`src/rtl/mul_sequencer.sv`:
```
// mul_sequencer: iterative unsigned multiplier (MULTU) that owns HI/LO.
//
// A MULTU accepted in IDLE runs WIDTH/BITS_PER_CYCLE RUN cycles. Each cycle
// retires BITS_PER_CYCLE shift-add steps on the {acc, mplier} product register.
// The full 2*WIDTH product is committed into HI/LO on the last RUN cycle.
//
// Optional feature macro: MUL_EARLY_EXIT_EN. When it is defined, the unit
// commits as soon as all multiplier bits not yet retired are zero.
//
// Ports:
//   clk, reset     - clock; synchronous active-high reset (aborts any multiply)
//   start          - MULTU issue; accepted only in IDLE
//   a, b           - multiplicand / multiplier, sampled on accepted start
//   read, lohi     - mfhi/mflo request and HI(1)/LO(0) select
//   result         - lohi ? hi : lo (combinational)
//   busy           - multiply in flight
//   stall          - busy & (start | read), holds the issuing instruction
module mul_sequencer #(
  parameter int WIDTH          = 32,
  parameter int BITS_PER_CYCLE = 1
) (
  input  logic             clk,
  input  logic             reset,
  input  logic             start,
  input  logic [WIDTH-1:0] a,
  input  logic [WIDTH-1:0] b,
  input  logic             read,
  input  logic             lohi,
  output logic [WIDTH-1:0] result,
  output logic             busy,
  output logic             stall
);

  localparam int N  = WIDTH / BITS_PER_CYCLE;
  localparam int CW = $clog2(N + 1);

  typedef enum logic {IDLE, RUN} state_t;

  state_t           state_q,  state_d;
  logic [WIDTH-1:0] mcand_q,  mcand_d;
  logic [WIDTH:0]   acc_q,    acc_d;
  logic [WIDTH-1:0] mplier_q, mplier_d;
  logic [CW-1:0]    count_q,  count_d;
  logic [WIDTH-1:0] hi_q,     hi_d;
  logic [WIDTH-1:0] lo_q,     lo_d;

  // Product register after this cycle's shift-add steps.
  logic [WIDTH:0]   acc_n;
  logic [WIDTH-1:0] mp_n;
  logic [2*WIDTH:0] prod_n;
  logic             done;

`ifdef MUL_EARLY_EXIT_EN
  logic [31:0]      rem_steps;  // steps still to retire after this cycle
  logic             rem_nz;     // some unretired multiplier bit is set
  logic [2*WIDTH:0] prod_sh;
`endif

  assign busy   = (state_q == RUN);
  assign stall  = busy & (start | read);
  assign result = lohi ? hi_q : lo_q;

  always_comb begin
    acc_n = acc_q;
    mp_n  = mplier_q;
    for (int s = 0; s < BITS_PER_CYCLE; s++) begin
      // acc has a zero top bit after every shift, so the WIDTH+1 bit sum keeps the carry.
      if (mp_n[0]) acc_n = acc_n + {1'b0, mcand_q};
      {acc_n, mp_n} = {1'b0, acc_n, mp_n[WIDTH-1:1]};
    end
    prod_n = {acc_n, mp_n};
  end

`ifdef MUL_EARLY_EXIT_EN
  always_comb begin
    rem_steps = (32'(count_q) - 32'd1) * 32'(BITS_PER_CYCLE);
    rem_nz    = 1'b0;
    // The low rem_steps bits of mplier are the multiplier bits not yet consumed.
    for (int i = 0; i < WIDTH; i++)
      if (32'(i) < rem_steps && mp_n[i]) rem_nz = 1'b1;
    // With no multiplier bits left, the remaining steps are plain shifts.
    prod_sh = prod_n >> rem_steps;
    done    = (count_q == CW'(1)) || !rem_nz;
  end
`else
  always_comb done = (count_q == CW'(1));
`endif

  always_comb begin
    state_d  = state_q;
    mcand_d  = mcand_q;
    acc_d    = acc_q;
    mplier_d = mplier_q;
    count_d  = count_q;
    hi_d     = hi_q;
    lo_d     = lo_q;
    case (state_q)
      IDLE: begin
        if (start) begin
          mcand_d  = a;
          mplier_d = b;
          acc_d    = '0;
          count_d  = CW'(N);
          state_d  = RUN;
        end
      end
      RUN: begin
        acc_d    = acc_n;
        mplier_d = mp_n;
        count_d  = count_q - CW'(1);
        if (done) begin
`ifdef MUL_EARLY_EXIT_EN
          hi_d = prod_sh[2*WIDTH-1:WIDTH];
          lo_d = prod_sh[WIDTH-1:0];
`else
          hi_d = prod_n[2*WIDTH-1:WIDTH];
          lo_d = prod_n[WIDTH-1:0];
`endif
          count_d = '0;
          state_d = IDLE;
        end
      end
      default: state_d = IDLE;
    endcase
  end

  always_ff @(posedge clk) begin
    if (reset) begin
      state_q  <= IDLE;
      mcand_q  <= '0;
      acc_q    <= '0;
      mplier_q <= '0;
      count_q  <= '0;
      hi_q     <= '0;
      lo_q     <= '0;
    end else begin
      state_q  <= state_d;
      mcand_q  <= mcand_d;
      acc_q    <= acc_d;
      mplier_q <= mplier_d;
      count_q  <= count_d;
      hi_q     <= hi_d;
      lo_q     <= lo_d;
    end
  end

endmodule

```
`config.mk`:
```
export PLATFORM = sky130hd
export DESIGN_NAME = mul_sequencer
export DESIGN_NICKNAME = d
export VERILOG_FILES = /design/src/rtl/mul_sequencer.sv
export SDC_FILE = /design/constraint.sdc
export NUM_CORES = 1
export LEC_CHECK = 0
export BUFFER_PORTS_ARGS = -buffer_cell sky130_fd_sc_hd__buf_2
export CAP_MARGIN = 25
export CORE_ASPECT_RATIO = 1.5
export CORE_MARGIN = 2
export CORE_UTILIZATION = 55
export DETAILED_ROUTE_END_ITERATION = 12
export GPL_TIMING_DRIVEN = 0
export MAX_ROUTING_LAYER = met4
export PLACE_DENSITY_LB_ADDON = 0.25
export SYNTH_ARGS = -nofsm -noshare
export SYNTH_HDL_FRONTEND = slang
export SYNTH_SLANG_ARGS = --single-unit
export TNS_END_PERCENT = 100
```
`constraint.sdc`:
```
create_clock -name clk -period 6.4 [get_ports clk]
set_input_delay 0.64 -clock clk [delete_from_list [all_inputs] [get_ports clk]]
set_output_delay 0.64 -clock clk [all_outputs]
set_load 0.02 [all_outputs]
```
==> results_dict.tcl <==
set metrics [dict create \
    area_delta_synth_final_pct 15.6 \
    synthTopCellsByArea "dfxtp_1, a21oi_1, nand2_1" \
    nFillCells 1354 \
    cts.sinks 167 \
    dr.pass1.iters 6 \
    startpoint "start" \
    max_freq_ghz 0.319 \
    routed_via_density 5.70 \
    synth_area_per_cell_um2 8.12 \
    cp-endpoint "stall" \
    p_comb_frac 0.120 \
    drt-total-wl_um 24100 \
    nNetsFinal 1278 \
    fin_worst_skew_ns 0.0106 \
    synth-seq-cells 167 \
    final_common_cell "nand2_1" \
    dpl.hpwl_um 18300 \
    antenna_cells 0 \
    arrival_ns 2.49 \
    ys_seq_area_frac 0.390 \
    numCtsBuffers 17 \
    yosys_warnings 0 \
    worstPathRequired_ns 5.76 \
    place_congestion 0.913 \
    swShare 0.293 \
    yosysTopAreaCell "dfxtp_1" \
    crit_fanout 10 \
    htree_levels 4 \
    ctsResizeCount 0 \
    clockBufferDepth 2 \
    clkTransAtPathRegs_ns 0.07 \
    synth_edf_count 0 \
    clockPowerShare 0.421 \
    netlist_area_um2 8560 \
    wire_per_inst_um 17.4 \
    slew-limit-headroom 0.393 \
    drt_iter0_drc 538 \
    num_vias 7901 \
    hp-class "input port to flip-flop" \
    leakage_nw 4.08 \
    placed_area_um2 9320 \
    post-place-cells 1354 \
    post-route-drc-count 0 \
    fin_crit_ns 3.13 \
    p_switching_mw 0.708 \
    regToRegEndpoint "hi_q[27]" \
    core-area_um2 15100 \
    end_kind "output pin" \
    initial_core_util 0.566 \
    hold_violations 0 \
    synth_flop_cell "dfxtp_1" \
    synth_fp_nets 1158 \
    rrSetupSlack_ns 3.29 \
    die_h_um 157 \
    die-area_um2 16600 \
    final_cell_mix "nand2_1, dfxtp_1, a21oi_1" \
    rsz0062_at_grt "no" \
    synth.distinct_cells 62 \
    grt_pass1_vias 7809 \
    placementRows 55 \
    track_usage 0.305 \
    rr_startpoint "mcand_q[0]" \
    p_seq_frac 0.459 \
    worst_pin_slew_ns 0.911 \
    hold_buffers 0 \
    powerDensity_nw_per_um2 244 \
    cp-start-kind "input port" \
    insertion_delay_ns 0.43 \
    synth_top_area_share 0.390 \
    synthArstFlopShare 0 \
    overflow 0 \
    timing.final.crit_share 0.489 \
    final_area_um2 9900 \
    numPortBuffers 101 \
    peakVddDrop_mv 0.166 \
    antenna_found_initial 0 \
    clockRootBuffer "clkbuf_16" \
    critPathKind "input port to output pin" \
    drv_slew 0 \
    cts_setup_buffers 0 \
    cts_tree "yes" \
    fin_cells 1386 \
    io_pins 103 \
    synth_cells 1054 \
    outcome "complete, no violations" \
    grt_pass1_wl_um 38700 \
    rr_worst_depth 11 \
    grt_max_degree 19 \
    setup_viol 0 \
    setup_tns_ns 0 \
    cap_viol_max_count 0 \
    power.internal_mw 1.71 \
    final_layout_size_suffix_gt1_frac 0.160 \
    die_x_um 106 \
    ant_nets 0 \
]
cells in the mapped netlist, drive strengths merged (2+ instances only):
cell	n
o21bai	2
o311ai	2
a221o	2
or3	5
nor2b	7
o21ai	54
nand4	7
ha	34
o221ai	2
clkbuf	48
mux2i	54
inv	12
xnor2	16
or2	2
a21o	11
mux2	32
xor2	9
o21a	11
a311oi	4
a221oi	2
dfxtp	167
a211oi	20
a32oi	2
nand3	17
and2	12
nor2	115
a21oi	158
a31oi	12
and4	2
buf	21
o31ai	2
and3	9
nor3	10
nand2	177
layer usage:
layer | global-route usage | share of wire
met5 | - | 0
met4 | 0.134 | 0.040
met3 | 0.0454 | 0.051
met2 | 0.532 | 0.50
met1 | 0.345 | 0.41
worst min-delay path by stage:
stage                     depth (start not counted)  slack [ns]  startpoint     endpoint
after floorplan                                   2        0.43     hi_q[1]      hi_q[1]
after CTS                                         3        0.44        a[9]   mcand_q[9]
after detailed placement                          2        0.44     lo_q[7]      lo_q[7]
after global routing                              3        0.44       a[25]  mcand_q[25]
final                                             3        0.44       a[31]  mcand_q[31]
after global placement                            2        0.44     lo_q[2]      lo_q[2]
layout make-up:
cell class                 instances  area [µm²]  share of cell area
buffer                            69         272              0.0274
clock buffer                      18         429              0.0434
clock inverter                    14         150              0.0152
inverter                          12        45.0             0.00455
multi-input combinational        806        4900               0.495
sequential                       167        3340               0.338
tap                              199         249              0.0252
timing repair buffer             101         505              0.0511
worst max-delay path, cell delays in order:
cell and delay (ns):
buf_2 0.13, buf_1 0.59, buf_1 0.73, nor2_1 0.12
nor2_1 0.11, buf_2 0.17
kinds of logic after synthesis:
group,count (synthesis),synth area share
AOI/OAI and AO/OA,295,0.210
DFF,167,0.390
adders and majority gates,35,0.0520
buffers and inverters,81,0.0370
muxes,86,0.105
xor gates and xnor gates,25,0.0256
and+or+nand+nor,365,0.180
through the flow:
step           hold WS [ns]  utilization  total power, mW  setup slack, ns
6_report              0.440        0.654             2.41             3.27
5_1_grt               0.441        0.654             2.49             3.18
4_1_cts               0.441        0.654             2.41             3.33
3_5_place_dp          0.444        0.615             1.41             3.33
3_3_place_gp          0.440        0.615             1.41             3.36
2_1_floorplan         0.433            -             1.32             3.81
power groups by stage:
stage / registers (mW) / logic (mW) / clock network (mW)
floorplan: 1.12 / 0.197 / 0
global placement: 1.13 / 0.280 / 0
detailed placement: 1.13 / 0.284 / 0
CTS: 1.11 / 0.286 / 1.02
global route: 1.11 / 0.320 / 1.06
finish: 1.11 / 0.289 / 1.02
flip-flops by register name (all words and copies together), names as in the netlist:
register and cells:
count_q 6, mcand_q 32, lo_q 32, hi_q 32, busy 1, mplier_q 32
acc_q 32
No activity file was read; power rests on OpenSTA's default activity.
